**src/rtl/version_read_scheduler_if.sv**
```systemverilog
// Handshake bundle for version_read_scheduler: write port, read request port,
// read response port and the busy status flag.
interface version_read_scheduler_if #(
  parameter int DATA_WIDTH    = 32,
  parameter int VERSION_WIDTH = 4
) ();
  logic                     wrValid;
  logic                     wrReady;
  logic [VERSION_WIDTH-1:0] wrVersion;
  logic [DATA_WIDTH-1:0]    wrData;

  logic                     rdValid;
  logic                     rdReady;
  logic [VERSION_WIDTH-1:0] rdVersion;

  logic                     respValid;
  logic                     respReady;
  logic                     respHit;
  logic [VERSION_WIDTH-1:0] respVersion;
  logic [DATA_WIDTH-1:0]    respData;

  logic                     busy;

  modport slave (
    input  wrValid, wrVersion, wrData, rdValid, rdVersion, respReady,
    output wrReady, rdReady, respValid, respHit, respVersion, respData, busy
  );

  modport master (
    output wrValid, wrVersion, wrData, rdValid, rdVersion, respReady,
    input  wrReady, rdReady, respValid, respHit, respVersion, respData, busy
  );
endinterface

```
**src/rtl/version_read_scheduler.sv**
```systemverilog
// Versioned slot store with alternating write/read arbitration and a sequential
// newest-version-not-above-request scan. Optional `VERSION_SCHED_CLEAR_EN adds a clear input.
module version_read_scheduler #(
  parameter int DATA_WIDTH    = 32,
  parameter int VERSION_WIDTH = 4,
  parameter int VERSION_NUM   = 4
) (
  input  logic clk,
  input  logic rstN,
`ifdef VERSION_SCHED_CLEAR_EN
  input  logic clear,
`endif
  version_read_scheduler_if.slave bus
);

  localparam int IDX_W = $clog2(VERSION_NUM);

  typedef enum logic [1:0] {S_IDLE, S_SCAN, S_RESP} state_e;
  typedef enum logic       {G_READ, G_WRITE}        grant_e;

  state_e                   state_q, state_d;
  grant_e                   last_grant_q, last_grant_d;
  logic [VERSION_NUM-1:0]   valid_q, valid_d;
  logic [VERSION_WIDTH-1:0] ver_q  [VERSION_NUM];
  logic [DATA_WIDTH-1:0]    data_q [VERSION_NUM];
  logic [VERSION_WIDTH-1:0] req_ver_q, req_ver_d;
  logic [IDX_W-1:0]         idx_q, idx_d;
  logic                     best_hit_q, best_hit_d;
  logic [VERSION_WIDTH-1:0] best_ver_q, best_ver_d;
  logic [DATA_WIDTH-1:0]    best_data_q, best_data_d;
  logic                     clr_pend_q, clr_pend_d;

  logic                     wr_ready, rd_ready, wr_en, clr_now, scan_cand;
  logic [IDX_W-1:0]         wr_idx;

  // Write target: equal version, else first free slot, else oldest version.
  logic                     eq_found, inv_found, min_found;
  logic [IDX_W-1:0]         eq_idx, inv_idx, min_idx;
  logic [VERSION_WIDTH-1:0] min_ver;

  always_comb begin
    eq_found  = 1'b0;
    inv_found = 1'b0;
    min_found = 1'b0;
    eq_idx    = '0;
    inv_idx   = '0;
    min_idx   = '0;
    min_ver   = '0;
    for (int i = 0; i < VERSION_NUM; i++) begin
      if (valid_q[i] && (ver_q[i] == bus.wrVersion) && !eq_found) begin
        eq_found = 1'b1;
        eq_idx   = IDX_W'(i);
      end
      if (!valid_q[i] && !inv_found) begin
        inv_found = 1'b1;
        inv_idx   = IDX_W'(i);
      end
      if (valid_q[i] && (!min_found || (ver_q[i] < min_ver))) begin
        min_found = 1'b1;
        min_ver   = ver_q[i];
        min_idx   = IDX_W'(i);
      end
    end
    wr_idx = eq_found ? eq_idx : (inv_found ? inv_idx : min_idx);
  end

`ifdef VERSION_SCHED_CLEAR_EN
  assign clr_now = clear || clr_pend_q;
`else
  assign clr_now = 1'b0;
`endif

  assign scan_cand = valid_q[idx_q] && (ver_q[idx_q] <= req_ver_q) &&
                     (!best_hit_q || (ver_q[idx_q] > best_ver_q));

  // NOTE: every variable below gets a default first, so no path can infer a latch.
  always_comb begin
    state_d      = state_q;
    last_grant_d = last_grant_q;
    valid_d      = valid_q;
    req_ver_d    = req_ver_q;
    idx_d        = idx_q;
    best_hit_d   = best_hit_q;
    best_ver_d   = best_ver_q;
    best_data_d  = best_data_q;
    clr_pend_d   = clr_pend_q;
    wr_ready     = 1'b0;
    rd_ready     = 1'b0;
    wr_en        = 1'b0;

    case (state_q)
      S_IDLE: begin
        if (clr_now) begin
          valid_d    = '0;
          clr_pend_d = 1'b0;
        end else if (rstN) begin
          // Both requesting: grant whoever did not win last time.
          if (bus.wrValid && (!bus.rdValid || (last_grant_q == G_READ))) begin
            wr_ready = 1'b1;
          end else if (bus.rdValid) begin
            rd_ready = 1'b1;
          end
        end

        if (wr_ready) begin
          wr_en           = 1'b1;
          valid_d[wr_idx] = 1'b1;
          last_grant_d    = G_WRITE;
        end

        if (rd_ready) begin
          req_ver_d    = bus.rdVersion;
          best_hit_d   = 1'b0;
          idx_d        = '0;
          last_grant_d = G_READ;
          state_d      = S_SCAN;
        end
      end

      S_SCAN: begin
        if (scan_cand) begin
          best_hit_d  = 1'b1;
          best_ver_d  = ver_q[idx_q];
          best_data_d = data_q[idx_q];
        end
        idx_d = idx_q + IDX_W'(1);
        if (idx_q == IDX_W'(VERSION_NUM - 1)) begin
          state_d = S_RESP;
        end
      end

      S_RESP: begin
        if (bus.respReady) begin
          state_d = S_IDLE;
        end
      end

      default: state_d = S_IDLE;
    endcase

`ifdef VERSION_SCHED_CLEAR_EN
    // A clear during a read waits so the scan finishes on the pre-clear store.
    if ((state_q != S_IDLE) && clear) begin
      clr_pend_d = 1'b1;
    end
`endif
  end

  // NOTE: control state uses non-blocking assignments under async reset.
  always_ff @(posedge clk or negedge rstN) begin
    if (!rstN) begin
      state_q      <= S_IDLE;
      last_grant_q <= G_READ;
      valid_q      <= '0;
      req_ver_q    <= '0;
      idx_q        <= '0;
      best_hit_q   <= 1'b0;
      best_ver_q   <= '0;
      best_data_q  <= '0;
      clr_pend_q   <= 1'b0;
    end else begin
      state_q      <= state_d;
      last_grant_q <= last_grant_d;
      valid_q      <= valid_d;
      req_ver_q    <= req_ver_d;
      idx_q        <= idx_d;
      best_hit_q   <= best_hit_d;
      best_ver_q   <= best_ver_d;
      best_data_q  <= best_data_d;
      clr_pend_q   <= clr_pend_d;
    end
  end

  // NOTE: slot payload is not reset; the valid bits alone decide whether it is ever read.
  always_ff @(posedge clk) begin
    if (wr_en) begin
      ver_q[wr_idx]  <= bus.wrVersion;
      data_q[wr_idx] <= bus.wrData;
    end
  end

  assign bus.wrReady     = wr_ready;
  assign bus.rdReady     = rd_ready;
  assign bus.respValid   = (state_q == S_RESP);
  assign bus.respHit     = (state_q == S_RESP) && best_hit_q;
  assign bus.respVersion = bus.respHit ? best_ver_q  : '0;
  assign bus.respData    = bus.respHit ? best_data_q : '0;
  assign bus.busy        = (state_q != S_IDLE);

endmodule

```
**src/flat_wrapper.sv**
```systemverilog
// flat-port wrapper written by rule: the top's interface ports become plain ports
module version_read_scheduler_flat 
#(
  parameter int DATA_WIDTH    = 32,
  parameter int VERSION_WIDTH = 4,
  parameter int VERSION_NUM   = 4
)
  (clk, rstN, bus_wrValid, bus_wrVersion, bus_wrData, bus_rdValid, bus_rdVersion, bus_respReady, bus_wrReady, bus_rdReady, bus_respValid, bus_respHit, bus_respVersion, bus_respData, bus_busy);
  version_read_scheduler_if #(.DATA_WIDTH(DATA_WIDTH), .VERSION_WIDTH(VERSION_WIDTH)) bus_i ();
  input  logic clk;
  input  logic rstN;
  input wire logic [$bits(bus_i.wrValid)-1:0] bus_wrValid;
  input wire logic [$bits(bus_i.wrVersion)-1:0] bus_wrVersion;
  input wire logic [$bits(bus_i.wrData)-1:0] bus_wrData;
  input wire logic [$bits(bus_i.rdValid)-1:0] bus_rdValid;
  input wire logic [$bits(bus_i.rdVersion)-1:0] bus_rdVersion;
  input wire logic [$bits(bus_i.respReady)-1:0] bus_respReady;
  output wire logic [$bits(bus_i.wrReady)-1:0] bus_wrReady;
  output wire logic [$bits(bus_i.rdReady)-1:0] bus_rdReady;
  output wire logic [$bits(bus_i.respValid)-1:0] bus_respValid;
  output wire logic [$bits(bus_i.respHit)-1:0] bus_respHit;
  output wire logic [$bits(bus_i.respVersion)-1:0] bus_respVersion;
  output wire logic [$bits(bus_i.respData)-1:0] bus_respData;
  output wire logic [$bits(bus_i.busy)-1:0] bus_busy;
  assign bus_i.wrValid = bus_wrValid;
  assign bus_i.wrVersion = bus_wrVersion;
  assign bus_i.wrData = bus_wrData;
  assign bus_i.rdValid = bus_rdValid;
  assign bus_i.rdVersion = bus_rdVersion;
  assign bus_i.respReady = bus_respReady;
  assign bus_wrReady = bus_i.wrReady;
  assign bus_rdReady = bus_i.rdReady;
  assign bus_respValid = bus_i.respValid;
  assign bus_respHit = bus_i.respHit;
  assign bus_respVersion = bus_i.respVersion;
  assign bus_respData = bus_i.respData;
  assign bus_busy = bus_i.busy;
  version_read_scheduler #(.DATA_WIDTH(DATA_WIDTH), .VERSION_WIDTH(VERSION_WIDTH), .VERSION_NUM(VERSION_NUM)) u_core (.clk(clk), .rstN(rstN), .bus(bus_i));
endmodule
```
**config.mk**
```make
export PLATFORM = sky130hd
export DESIGN_NAME = version_read_scheduler_flat
export DESIGN_NICKNAME = d
export VERILOG_FILES = /design/src/rtl/version_read_scheduler_if.sv /design/src/rtl/version_read_scheduler.sv /design/src/flat_wrapper.sv
export SDC_FILE = /design/constraint.sdc
export NUM_CORES = 1
export LEC_CHECK = 0
export ABC_AREA = 1
export CAP_MARGIN = 5
export CORE_UTILIZATION = 35
export DETAILED_ROUTE_END_ITERATION = 8
export PLACE_DENSITY = 0.52
export SKIP_CTS_REPAIR_TIMING = 1
export SYNTH_ARGS = -nofsm -noshare
export SYNTH_HDL_FRONTEND = slang
export SYNTH_SLANG_ARGS = --single-unit
```
**constraint.sdc**
```tcl
create_clock -name clk -period 8.8 [get_ports clk]
set_input_delay 2.2 -clock clk [delete_from_list [all_inputs] [get_ports clk]]
set_output_delay 2.2 -clock clk [all_outputs]
set_load 0.03 [all_outputs]
```
**Word level (Yosys, flattened, before mapping)**

Memories as Yosys holds them, arrays and structs flattened. A register that Yosys moved wholly into a read port is not among the register bits.
Index checks and enable logic that the tools add are counted.

- $lt $le $gt $ge: 8
- Reduce and logical (&&, ||, !) cells: 47
- Eq/ne operators: 11
- Muxes and demuxes: 57
- Bitwise logic cells: 2
- $add $sub $neg: 1

Operator list:

| operator | number |
|---|---|
| 1-bit two-way mux | 33 |
| 32-bit two-way mux | 1 |
| 2-bit two-way mux | 12 |
| 4-bit two-way mux | 6 |
| 1-bit logical AND | 18 |
| 4-bit equality test | 4 |
| 1-bit logical NOT | 14 |
| 4-bit < comparator | 3 |
| 2-bit AND reduction | 4 |
| 2-bit by 3-bit < comparator with 1-bit output, second input constant | 2 |
| 2-bit case mux with 3 select lines | 1 |
| 3-bit AND reduction | 2 |
| 2-bit nonzero test | 3 |
| 1-bit logical OR | 5 |
| 2-bit equality test, second input constant | 2 |
| 4-bit greater-than comparator | 1 |
| 4-bit less-or-equal comparator | 1 |
| 2-bit by 1-bit != test with 1-bit output, second input constant | 2 |
| 2-bit != test, second input constant | 2 |
| 4-bit bitwise OR | 1 |
| 2-bit case mux with 2 select lines | 1 |
| 2-bit by 1-bit adder with 2-bit output, second input constant | 1 |
| 1-bit binary-select mux with 2-bit select | 1 |
| 1-bit demux with 2-bit select | 1 |
| 5 further kinds | 5 |

- Register bits: 18
- Output and inout bits: 41
- Memories: 2
- Word-level logic and storage cells: 135
- Input bits: 45
- RAM bits: 144

Memories:

| memory | depth | bits a word | read ports | clocked after memory_dff | wr ports | line | RTL |
|---|---|---|---|---|---|---|---|
| u_core.data_q | 4 | 32 | 1 | 1 | 1 | version_read_scheduler.sv:25 | `logic [DATA_WIDTH-1:0] data_q [VERSION_NUM];` |
| u_core.ver_q | 4 | 4 | 5 | 0 | 1 | version_read_scheduler.sv:24 | `logic [VERSION_WIDTH-1:0] ver_q [VERSION_NUM];` |

**Longest topological paths before layout**

Gate-level depths: netlist of run 1.
An unclocked memory read counts as a cell.

- Depth in word-level cells: 22
- Gate-level depth with buffers: 31
- Gate-level depth less buffers: 30

**Worst setup path after synthesis of run 1**

No wires, ideal clock.

- Kind: input to register
- From: input bus_wrVersion[1]
- To: memory u_core.data_q[3][0] (enable)
- Path buffers: 0
- Setup time: 0.429 ns
- Data required time: 8.371 ns
- Data arrival time: 4.921 ns
- Stages: 7
- Setup slack: 3.450 ns
- Path through: inv_1 o22ai_1 a2111oi_0 nor3_4 nand2_1 nand3_1 nor2_1

- Word-level cells in the longest chain between the ends: 13
- Elaborated cells between the ends (all ways): 22
- Those cells by class: 4 x eq/ne; 8 x mux; 10 x reduce/logical

RTL lines:

| what | line | RTL |
|---|---|---|
| from (decl) | flat_wrapper.sv:13 | `input wire logic [$bits(bus_i.wrVersion)-1:0] bus_wrVersion;` |
| 4-bit equality test | version_read_scheduler.sv:50 | `if (valid_q[i] && (ver_q[i] == bus.wrVersion) && !eq_found) begin` |
| 1-bit logical AND | version_read_scheduler.sv:50 |  |
| 1-bit two-way mux | version_read_scheduler.sv:50 |  |
| 1-bit logical NOT | version_read_scheduler.sv:50 |  |
| 1-bit logical AND | version_read_scheduler.sv:50 |  |
| 1-bit two-way mux | version_read_scheduler.sv:50 |  |
| 1-bit logical NOT | version_read_scheduler.sv:50 |  |
| 1-bit logical AND | version_read_scheduler.sv:50 |  |
| 1-bit two-way mux | version_read_scheduler.sv:50 |  |
| 1-bit logical NOT | version_read_scheduler.sv:50 |  |
| 1-bit logical AND | version_read_scheduler.sv:50 |  |
| 2-bit two-way mux or 1-bit two-way mux (tied branches) | version_read_scheduler.sv:50 |  |
| 2-bit two-way mux (*) | version_read_scheduler.sv:64 | `wr_idx = eq_found ? eq_idx : (inv_found ? inv_idx : min_idx);` |
| to (decl) | version_read_scheduler.sv:25 |  |

Mark *: on every way between the ends. The rest lies on a longest branch, timed or not.

**Worst setup path after layout of run 1**

- From: input bus_rdValid
- To: output bus_rdReady

- Word-level cells in the longest chain between the ends: 7
- Elaborated cells between the ends (all ways): 8
- Those cells by class: 5 x mux; 3 x reduce/logical

RTL lines:

| what | line | RTL |
|---|---|---|
| from (decl) | flat_wrapper.sv:15 | `input wire logic [$bits(bus_i.rdValid)-1:0] bus_rdValid;` |
| 1-bit logical NOT | version_read_scheduler.sv:98 | `if (bus.wrValid && (!bus.rdValid \|\| (last_grant_q == G_READ))) begin` |
| 1-bit logical OR | version_read_scheduler.sv:98 |  |
| 1-bit logical AND | version_read_scheduler.sv:98 |  |
| 1-bit two-way mux (*) | version_read_scheduler.sv:98 |  |
| 1-bit two-way mux (*) | version_read_scheduler.sv:96 | `end else if (rstN) begin` |
| 1-bit two-way mux (*) (2 in a row) | version_read_scheduler.sv:91 | `case (state_q)` |
| to (decl) | flat_wrapper.sv:19 | `output wire logic [$bits(bus_i.rdReady)-1:0] bus_rdReady;` |

Mark *: on every way between the ends. The rest lies on a longest branch, timed or not. The select of a mux whose other input is x is not followed.

==> results.md, run 1 <==
Run status:
- The flow ran to the end, and the final reports show no timing, DRC or antenna violations.

Route:
- The detailed router finished its first iteration with 377 violations.
- The first TritonRoute pass finished after 4 iterations.
- Dividing the detail-routed wire length by the instance count gives 16.3 µm.
- In the routed layout, each cell is associated on average with a via count of 4.81.
- The number of remaining DRC errors is 0.
- The count of vias placed by the detailed router is 5610.
- The total detailed-routing wirelength is 19.0 mm.
- The detail route stage leaves a number of antenna-violating nets equal to 0.

Clock tree:
- The number of buffers added by the clock tree synthesis step is 17.
- The clock-pin transition on the worst setup and hold timing paths is 0.07 ns.
- The clock reaches the later pin of the worst-skew pair after 0.43 ns.
- TritonCTS built the clock tree.
- The clock net sink count is 194.
- The clock tree synthesis step divided the H-tree into 4 levels.
- The clock passes through at most 2 buffers.
- The root buffer cell chosen for the clock tree is sky130_fd_sc_hd__clkbuf_16.

Global routing:
- The number of global-route vias before repair is 5549.
- The first global-routing pass estimated 30.2 mm of wire.
- The total track usage is 16.7%.
- The largest net degree at the start of global routing is 76.
- Global routing finished with a remaining overflow of 0.
- The initial antenna violation count is 0.

Power:
- In this run the static leakage power is 3.84 nW.
- The internal portion of the total power is 1.87 mW.
- The clock network fraction of design power is 28.3%.
- Registers are responsible for 41.3% of the overall power.
- IR analysis of the VDD net gives a maximum drop of 0.000149 V.
- Combinational logic is responsible for 30.4% of the overall power.
- The switching power is 1.01 mW.
- Net switching is 35.0% of the power.
- Power spread over the standard cell area amounts to 284 nW/µm².

Floorplan:
- The placeable core area is 22900 µm².
- After floorplanning, the core was divided into 55 placement rows.
- The starting density of the core is 36.2%.
- The die covers 24300 µm².
- The overall die width is 156 µm.
- The floorplan step set the die height to 156 µm.
- The top-level I/O count is 86.

Final layout:
- At the end of the flow, the number of nets in the layout was 904.
- The multi-input combinational cells in the finished layout cover a total of 2300 µm².
- The area of all sequential standard cells is 5580 µm².
- Fill cells in the final layout number 2190.
- The fraction of layout instances using a drive strength above 1 is 7.49%.
- The area growth from synthesis to layout is 21.8%.
- Cells fill 44.1% of the core in the end.
- 0 antenna diodes ended up in the layout.

Critical path:
- The data arrival time of the critical path is 3.99 ns.
- Data on the critical path is required at its endpoint by 6.60 ns.
- Counting buffers and inverters, the worst setup path is 6 cells deep.
- Following the worst setup path forward leads to its endpoint at bus_rdReady.
- The kind of launch point of the worst setup path is a primary input.
- Together, buffers and inverters on the worst path number 3.
- The type of element capturing the critical path is a primary output.
- The slowest stage of the critical path belongs to the cell sky130_fd_sc_hd__clkdlybuf4s50_1.
- The launch point of the critical path is bus_rdValid.
- The highest fanout seen on the critical path is 8.
- Measured in cells, the most critical reg-to-reg path has a length of 15.
- The start-to-end type of the worst setup path is in2out.
- In this run the critical register-to-register path is launched from u_core.idx_q[1].
- The endpoint identified for the worst register-to-register timing path is u_core.best_data_q[19].
- Grouping stages by cell kind, the critical path spends the most delay in buffers and inverters.
- The slack of the worst reg-to-reg path is 4.06 ns.
- The highest cell delay on the worst timing path is 0.69 ns.
- The critical path goes through clkdlybuf4s50_1, nand2_1, nand2_1, nand4_1, inv_2, clkdlybuf4s50_1.

STA:
- Setup violations remaining at the end of the flow were counted as 0.
- The clock skew after layout is 0.0103 ns.
- The post-route setup TNS is 0 ns.
- The time the final worst path needs with I/O delays and setup is 6.19 ns.
- The number of hold-slack violations in the final timing report is 0.
- The maximum operating frequency is 162 MHz.
- The final count of pins violating max slew is 0.
- Measured against its own limit, the worst slew margin works out to 27.3%.
- Setup repair after global routing left no endpoint under its margin.
- The worst-margin pin slew is 1.06 ns.
- The final cycle utilization of the critical path is 70.4%.

Synthesis:
- The net count of the mapped netlist is 825.
- Of the synthesized area, sequential elements account for 67.2%.
- In this run the mean area of a mapped cell was 10.9 µm².
- The synthesized instance count is 762.
- The number of flip-flops and latches in the synthesized netlist is 194.
- In this run the cell area of the synthesized design comes to 8300 µm².
- Counting distinct cell types in the post-synthesis netlist gives 30.
- Yosys printed 0 warnings.

Placed design:
- At the end of routability-driven placement, the weighted congestion stood at 0.866.
- The HPWL reported at the end of detailed placement is 11.2 mm.
- The count of buffers added on input and output ports is 85.

Run:
- The max-capacitance violation count is 0.

Worst hold path:
- In this run the worst hold path is classified as reg2reg.
## synth_stat cells
library cell,instances,share of area (%)
sky130_fd_sc_hd__a211oi_1,1,0.091
sky130_fd_sc_hd__a21oi_1,16,0.97
sky130_fd_sc_hd__o2bb2ai_1,1,0.11
sky130_fd_sc_hd__xnor2_1,2,0.21
sky130_fd_sc_hd__xor2_1,2,0.21
sky130_fd_sc_hd__inv_2,7,0.32
sky130_fd_sc_hd__nor2_1,110,5.0
sky130_fd_sc_hd__dfrtp_1,50,15
sky130_fd_sc_hd__buf_1,1,0.045
sky130_fd_sc_hd__o22ai_1,37,2.8
sky130_fd_sc_hd__nor3_1,1,0.060
sky130_fd_sc_hd__nand3_1,15,0.90
sky130_fd_sc_hd__nor4_1,2,0.15
sky130_fd_sc_hd__nand4_1,1,0.075
sky130_fd_sc_hd__ha_1,18,2.7
sky130_fd_sc_hd__nand2_2,6,0.45
sky130_fd_sc_hd__nand2_1,103,4.7
sky130_fd_sc_hd__o211ai_1,1,0.091
sky130_fd_sc_hd__o21bai_1,1,0.091
sky130_fd_sc_hd__edfxtp_1,144,52
sky130_fd_sc_hd__a21o_1,1,0.091
sky130_fd_sc_hd__o21ai_0,87,5.2
sky130_fd_sc_hd__nand3_2,3,0.36
sky130_fd_sc_hd__inv_1,69,3.1
sky130_fd_sc_hd__nor3_4,2,0.39
sky130_fd_sc_hd__o21ai_1,44,2.7
sky130_fd_sc_hd__a2111oi_0,1,0.11
sky130_fd_sc_hd__buf_6,1,0.14
sky130_fd_sc_hd__clkbuf_1,33,1.5
sky130_fd_sc_hd__nand2_4,2,0.27
## state kept, by name, indices dropped and copies added, names as in the netlist
signal,count
u_core.best_data_q,32
u_core.best_hit_q,1
u_core.best_ver_q,4
u_core.data_q,128
u_core.idx_q,2
u_core.last_grant_q,1
u_core.req_ver_q,4
u_core.state_q,2
u_core.valid_q,4
u_core.ver_q,16
## cell type report
type                            instances  share of cell area, %
Timing Repair Buffer                   95                   9.11
Inverter                               76                   2.82
Clock inverter                         14                   1.97
Sequential cell                       194                   55.2
Multi-Input combinational cell        457                   22.8
Clock buffer                           18                   4.25
Tap cell                              313                   3.87
## power by group through the flow
| stage | Combinational (mW) | Sequential (mW) | Clock (mW) |
|---|---|---|---|
| after global placement | 0.877 | 1.20 | 0 |
| after floorplan | 0.647 | 1.17 | 0 |
| final | 0.874 | 1.18 | 0.813 |
| after CTS | 0.890 | 1.19 | 0.829 |
| after global routing | 1.01 | 1.20 | 0.871 |
| after detailed placement | 0.885 | 1.20 | 0 |
## worst min path at each step
stage	startpoint	end	slack, ns	cells after the start
floorplan	u_core.req_ver_q[0]	u_core.req_ver_q[0]	0.45	2
global placement	u_core.last_grant_q	u_core.last_grant_q	0.48	1
detailed placement	u_core.last_grant_q	u_core.last_grant_q	0.48	1
CTS	u_core.last_grant_q	u_core.last_grant_q	0.50	1
global route	u_core.best_data_q[14]	u_core.best_data_q[14]	0.53	2
finish	u_core.last_grant_q	u_core.last_grant_q	0.50	1
## worst register-to-register path, stage by stage (launching register included)
cell and delay, ns:
sky130_fd_sc_hd__dfrtp_2 0.91, sky130_fd_sc_hd__clkinv_1 0.89, sky130_fd_sc_hd__buf_4 0.48, sky130_fd_sc_hd__a21oi_1 0.13, sky130_fd_sc_hd__o21ai_0 0.09, sky130_fd_sc_hd__o21ai_1 0.23
sky130_fd_sc_hd__ha_1 0.30, sky130_fd_sc_hd__inv_1 0.07, sky130_fd_sc_hd__nor2_1 0.04, sky130_fd_sc_hd__o211ai_1 0.17, sky130_fd_sc_hd__o2bb2ai_1 0.14, sky130_fd_sc_hd__nand3_1 0.15
sky130_fd_sc_hd__inv_2 0.07, sky130_fd_sc_hd__buf_4 0.58, sky130_fd_sc_hd__nand2_1 0.28, sky130_fd_sc_hd__o21ai_1 0.13
## kinds of logic after synthesis
group | Yosys count | synth area share, %
AND/OR/NAND/NOR | 245 | 12.3
AO/OA/AOI/OAI | 190 | 12.2
adder cells (fa/ha/maj) | 18 | 2.71
XOR/XNOR | 4 | 0.422
flip-flops | 194 | 67.2
buffers and inverters | 111 | 5.11
## stage by stage
step                      std cells  hold slack, ns  area, µm²  setup WS, ns  power (mW)
after floorplan                 762           0.453       8300          3.45        1.81
after global placement         1135           0.477       9480          2.66        2.08
after detailed placement       1135           0.482       9480          2.61        2.09
after CTS                      1167           0.501      10100          2.61        2.90
after global routing           1167           0.534      10100          2.46        3.08
final                          1167           0.505      10100          2.61        2.87
## metal layers
layer	global-route usage (%)	wire [µm]
met5	0	0
met3	3.61	865
met2	27.8	9080
met1	22.0	8910
met4	4.30	165
## layout by cell type, fill, tap and decap left out, types with 15 or more instances in the layout
cell type                           n
sky130_fd_sc_hd__clkdlybuf4s50_1   84
sky130_fd_sc_hd__edfxtp_1         144
sky130_fd_sc_hd__nand3_1           15
sky130_fd_sc_hd__nor2_1           109
sky130_fd_sc_hd__inv_1             68
sky130_fd_sc_hd__a21oi_1           16
sky130_fd_sc_hd__clkbuf_16         17
sky130_fd_sc_hd__o21ai_0           87
sky130_fd_sc_hd__o21ai_1           44
sky130_fd_sc_hd__o22ai_1           37
sky130_fd_sc_hd__ha_1              18
sky130_fd_sc_hd__dfrtp_1           48
sky130_fd_sc_hd__nand2_1          103
(Power assumes the default switching activity.)
==> inputs of run 2 (changes only) <==
- PLACE_DENSITY: 0.52 -> 0.54
- clock period: 8.8 -> 5 ns (I/O delays scaled with it)
==> results.md, run 2 (same netlist as run 1, synthesis figures left out) <==
Placed design:
- The pre-CTS worst setup slack is 0.698 ns.
- The count of input and output buffers is 85.
- The placed standard-cell area is 9540 µm².
- After legalization and detailed placement, the total HPWL measured 12.0 mm.
- The global placement routability congestion is 0.846.
- The cell total after placement is 1142.

Critical path:
- Data arrives at the worst endpoint at 3.05 ns.
- The critical path required time is 3.75 ns.
- The worst setup path is launched from a primary input.
- STA classifies the critical path endpoint as a primary output.
- The highest fanout seen on the critical path is 8.
- The start-to-end type of the worst setup path is in2out.

Power:
- The clock network fraction of design power is 25.5%.
- The static power due to leakage is 3.84 nW.
- The logic gate share of total power is 31.9%.
- For this design the ratio of total power to cell area is 485 nW/µm².
- The worst-case IR drop observed on VDD is 0.000225 V.
- The internal portion of the total power is 3.16 mW.
- Per report_power, the sequential group accounts for 42.5% of the total.
- Net switching is 35.5% of the power.
- The design draws 4.89 mW.
- The switching power is 1.74 mW.

Run status:
- The flow ran to the end, and the final reports show no timing, DRC or antenna violations.

STA:
- The worst-margin pin slew is 0.753 ns.
- Setup repair after global routing left no endpoint under its margin.
- On the final layout, the worst hold slack is 0.484 ns.
- In this run the tightest slew margin relative to its limit is 49.8%.
- The number of hold-slack violations in the final timing report came to 0.
- The clock arrives with 0.0149 ns of skew.
- The final count of pins violating max slew is 0.
- Setup slack closes at 0.700 ns.
- The maximum operating frequency is 233 MHz.
- The time the final worst path needs with I/O delays and setup is 4.30 ns.
- The post-route setup TNS is 0 ns.
- The final cycle utilization of the critical path is 86.0%.
- Setup violations remaining at the end of the flow were counted as 0.

Final layout:
- The final design instance area without fill is 10100 µm².
- The register with the most flip-flops in the layout has 128 of them.
- The most common cell after layout, fill and taps aside is sky130_fd_sc_hd__edfxtp_1.
- The area growth from synthesis to layout is 21.5%.
- The final standard cell utilization of the core is 44.0%.
- The largest registers in the layout are u_core.data_q: 128 flops, u_core.best_data_q: 32 flops, u_core.ver_q: 16 flops.
- The antenna diode count is 0.
- The register containing the most flip-flops in the final layout is u_core.data_q.
- The net count of the finished layout is 911.
- The filler-free cell count of the finished design is 1174.
- The fraction of layout instances using a drive strength above 1 is 8.01%.
- Leaving out fill and tap cells, the most frequent cells in the layout are sky130_fd_sc_hd__edfxtp_1 (144), sky130_fd_sc_hd__nor2_1 (109), sky130_fd_sc_hd__nand2_1 (103).

Clock tree:
- The clock tree root buffer cell is sky130_fd_sc_hd__clkbuf_16.
- TritonCTS built the clock tree.
- The clock net sink count is 194.
- The clock-pin transition on the worst setup and hold timing paths is 0.07 ns.
- CTS built an H-tree with a depth of 4.
- The number of buffers added by the clock tree synthesis step is 17.
- The clock latency on the worst-skew pair is 0.43 ns.
- The longest clock path from root to sink contains 2 buffers.

Floorplan:
- The die is 156 µm wide.
- The number of placement rows is 55.
- 86 I/O pins were placed.
- Once the floorplan was initialized, standard cells occupied 36.2% of the core.
- Measured along the y axis, the die boundary spans 156 µm.
- The die outline area is 24300 µm².
- The placeable core area is 22900 µm².

Global routing:
- The number of global-route vias before repair is 5367.
- In the global route stage, overall resource usage came out at 16.3%.
- The total grt overflow is 0.
- The initial antenna violation count is 0.
- The largest net degree at the start of global routing is 51.
- The global-route wire length before repair is 29.7 mm.

Route:
- The count of routing violations after the opening detailed-route iteration is 368.
- The topmost layer with routed signal wires is met4.
- The total met2 wirelength after detailed routing is 8.88 mm.
- Using the TritonRoute via totals, the vias-per-cell ratio works out to 4.79.
- The remaining antenna violation count after routing is 0.
- The number of iterations in the first detailed-routing pass is 5.
- Wire segments on met3 add up to 647 µm in the final route.
- The sum of routed wire segments on met1 is 9.09 mm.
- For this run, design rule violations remaining after detail routing come to 0.
- The detailed router placed 5623 vias in this run.
- The routed design has 18.8 mm of wire.
- The detail-routed net length per standard cell is 16.0 µm.

Run:
- The max-capacitance violation count is 0.

Worst hold path:
- The path category of the worst min-delay check is reg2reg.
-- run 2: routing by layer --
layer | global-route usage [%] | vias to the layer above
li1 | - | 2804
met3 | 2.61 | 13
met4 | 5.04 | 0
met2 | 26.3 | 116
met5 | 0 | -
met1 | 22.5 | 2690
-- run 2: final timing paths --
kind                                           from                endpoint  slack, ns  cells after the start
worst min-delay path            u_core.last_grant_q     u_core.last_grant_q       0.48                      1
worst max register to register    u_core.valid_q[0]      u_core.ver_q[3][3]       0.79                     24
worst min register to register  u_core.last_grant_q     u_core.last_grant_q       0.48                      1
min in group asynchronous                      rstN  u_core.best_data_q[12]       1.03                      2
worst max-delay path                    bus_rdValid             bus_rdReady       0.70                      6
max in group asynchronous                      rstN         u_core.idx_q[0]       3.44                      2
-- run 2: power groups by stage --
stage / Sequential (mW) / Combinational (mW) / Clock [mW]
3_3_place_gp: 2.11 / 1.57 / 0
3_5_place_dp: 2.11 / 1.59 / 0
4_1_cts: 2.08 / 1.59 / 1.28
2_1_floorplan: 2.05 / 1.14 / 0
6_report: 2.08 / 1.56 / 1.25
5_1_grt: 2.11 / 1.79 / 1.34
-- run 2: worst max-delay path, cell delays in order --
cell	delay (ns)
sky130_fd_sc_hd__clkdlybuf4s50_1	0.48
sky130_fd_sc_hd__nand2_1	0.06
sky130_fd_sc_hd__nand2_1	0.11
sky130_fd_sc_hd__nand4_1	0.27
sky130_fd_sc_hd__inv_2	0.20
sky130_fd_sc_hd__clkdlybuf4s50_1	0.69
-- run 2: layout make-up --
type / instances / area, µm²
fill: 2164 / 12800
sequential: 194 / 5580
multi-input combinational: 457 / 2300
timing repair buffer: 102 / 986
clock buffer: 22 / 464
tap: 313 / 392
inverter: 76 / 285
clock inverter: 10 / 75.1
==> inputs of run 3 (changes only) <==
- CAP_MARGIN: 5 -> default
- CORE_UTILIZATION: 35 -> 25
- PLACE_DENSITY: 0.54 -> 0.41
==> results.md, run 3 (same netlist as run 1, synthesis figures left out) <==
Run status:
- The flow ran to the end, and the final reports show no timing, DRC or antenna violations.

STA:
- Once routing completed, OpenROAD measured the worst setup slack at 0.700 ns.
- Based on the critical path, the design can be clocked at up to 233 MHz.
- For the finished layout, the period the worst path requires is 4.30 ns.
- Setup repair after global routing left no endpoint under its margin.
- Headroom to the max-slew limit came out at 43.9%.
- In the finished design, the share of the clock period the worst path needs comes to 86.0%.
- Setup violations remaining at the end of the flow were counted as 0.
- The final count of pins violating max slew is 0.
- At the pin with the least slew margin, the transition time is 0.839 ns.
- The clock skew after layout is 0.0152 ns.
- The post-route setup TNS is 0 ns.
- The number of hold-slack violations in the final timing report is 0.

Floorplan:
- In this run the standard cell core region covers 32600 µm².
- The die covers 33900 µm².
- The starting density of the core is 25.4%.
- In this run the vertical extent of the chip is 184 µm.
- The floorplan has 66 rows.
- In this run the horizontal extent of the chip is 184 µm.
- During I/O placement, the number of pins put on the boundary was 86.

Critical path:
- The endpoint of the most critical register-to-register path is u_core.data_q[2][10].
- The critical path contains buffers and inverters numbering 3 combined.
- In this run the critical register-to-register path is launched from u_core.valid_q[0].
- The number of cells on the critical path is 6.
- STA classifies the critical path endpoint as a primary output.
- STA puts the critical path data required time at 3.75 ns.
- The highest fanout seen on the critical path is 8.
- The end of the critical path is bus_rdReady.
- The slowest stage of the critical path is the sky130_fd_sc_hd__clkdlybuf4s50_1 cell.
- The launch point of the critical path is bus_rdValid.
- In this design, the largest share of critical-path delay is due to buffers and inverters.
- Data arrives at the worst endpoint at 3.05 ns.
- The kind of launch point of the worst setup path is a primary input.
- The highest cell delay on the worst timing path is 0.69 ns.
- The critical path goes through clkdlybuf4s50_1, nand2_1, nand2_1, nand4_1, inv_2, clkdlybuf4s50_1.
- Measured in cells, the most critical reg-to-reg path has a length of 27.
- In this run the register-to-register setup slack is 0.74 ns.
- The start-to-end type of the worst setup path is in2out.

Power:
- In this run, flip-flops and latches consume 39.9% of the power.
- Across the VDD grid, the largest voltage drop is 0.000243 V.
- In this run switching power makes up 37.1% of total power.
- For this design the total switching power over the nets is 1.91 mW.
- The design draws 5.14 mW.
- For this design the static power due to leakage is 3.88 nW.
- The logic gate share of total power is 32.1%.
- The power density normalized to cell area is 495 nW/µm².
- The internal power is 3.23 mW.
- The clock network fraction of design power is 28.0%.

Placed design:
- The placed standard-cell area is 9740 µm².
- Timing analysis after detailed placement gives a worst setup slack of 0.659 ns.
- The count of input and output buffers is 85.
- The global placement routability congestion is 0.804.
- The HPWL after detailed placement is 13.5 mm.

Final layout:
- In the layout the commonest cells are sky130_fd_sc_hd__edfxtp_1 (144), sky130_fd_sc_hd__nor2_1 (109), sky130_fd_sc_hd__nand2_1 (102).
- The layout overhead on the synthesized area is 25.0%.
- Leaving out fill and tap cells, the most frequent cell in the layout is sky130_fd_sc_hd__edfxtp_1.
- In the final layout, the share of cells above drive strength 1 is 8.72%.
- The largest registers in the layout are u_core.data_q: 128 flops, u_core.best_data_q: 32 flops, u_core.ver_q: 16 flops.
- The register with the most flip-flops in the layout has 128 of them.
- More flip-flops sit in one register than any other, and that register is u_core.data_q.
- The area of all sequential standard cells is 5580 µm².
- The repair_antennas step left the layout with diodes totalling 0.
- The area used by multi-input combinational logic is 2310 µm².
- The layout filler cell count is 3373.
- After routing the design area is 10400 µm².
- The final net count is 910.

Route:
- The number of remaining DRC errors is 0.
- The pre-antenna-repair detailed-routing pass consisted of 4 iterations.
- The count of routing violations after the opening detailed-route iteration is 278.
- The detail route stage leaves a number of antenna-violating nets equal to 0.
- The count of vias placed by the detailed router is 5717.
- The detail-routed net length per standard cell is 16.5 µm.
- After detailed routing, the total wire length is 21.4 mm.
- Dividing the detail-routed via count by the number of cells gives 4.39.

Global routing:
- Entering global routing, the biggest net connects 71 pins.
- Global routing consumed, over all layers together, 13.3% of the routing resources.
- The initial antenna violation count came to 0.
- The number of global-route vias before repair is 5780.
- The first global-routing pass estimated 33.7 mm of wire.
- The total grt overflow is 0.

Worst hold path:
- The path category of the worst min-delay check is reg2reg.

Clock tree:
- The maximum buffer depth of the clock tree is 2.
- CTS saw 194 sinks.
- The clock-pin transition on the worst setup and hold timing paths is 0.07 ns.
- The number of buffers added by the clock tree synthesis step is 17.
- TritonCTS built the clock tree.
- The H-tree was split into 4 levels.
- Clock latency on the worst-skew pair, taken at its later pin, is 0.44 ns.
- The tree is rooted in a sky130_fd_sc_hd__clkbuf_16.

Run:
- Across the run, the number of max-cap violations was 0.
run 3: worst min path at each step:
stage,startpoint,endpoint,slack (ns),cells past startpoint
3_3_place_gp,u_core.last_grant_q,u_core.last_grant_q,0.48,1
2_1_floorplan,u_core.req_ver_q[0],u_core.req_ver_q[0],0.45,2
3_5_place_dp,u_core.last_grant_q,u_core.last_grant_q,0.47,1
4_1_cts,u_core.last_grant_q,u_core.last_grant_q,0.49,1
5_1_grt,u_core.last_grant_q,u_core.last_grant_q,0.53,1
6_report,u_core.last_grant_q,u_core.last_grant_q,0.49,1
run 3: power groups by stage:
stage	logic, mW	registers [mW]	clock network [mW]
after detailed placement	1.70	2.09	0
final	1.65	2.05	1.44
after global placement	1.69	2.09	0
after floorplan	1.14	2.05	0
after CTS	1.70	2.05	1.49
after global routing	1.90	2.07	1.54
run 3: layout make-up:
cell class	count	area share (%)
clock inverters	15	1.99
well taps	442	5.33
flip-flops and latches	194	53.8
multi-input cells	457	22.2
inverters	76	2.75
clock buffers	17	4.10
repair buffers	101	9.80
run 3: metrics by stage:
stage | instances | util [%] | hold WS (ns)
2_1_floorplan | 762 | - | 0.453
3_3_place_gp | 1270 | 29.9 | 0.476
3_5_place_dp | 1270 | 29.9 | 0.475
4_1_cts | 1302 | 31.8 | 0.494
5_1_grt | 1302 | 31.8 | 0.533
6_report | 1302 | 31.8 | 0.487
run 3: per-layer routing:
metal  global-route usage, %  vias up  share of wire, %
li1                        -     2795                 -
met1                    17.6     2787                47
met2                    22.0      123                48
met3                    3.00       12               3.7
met4                    3.33        0              0.68
met5                       0        -                 0
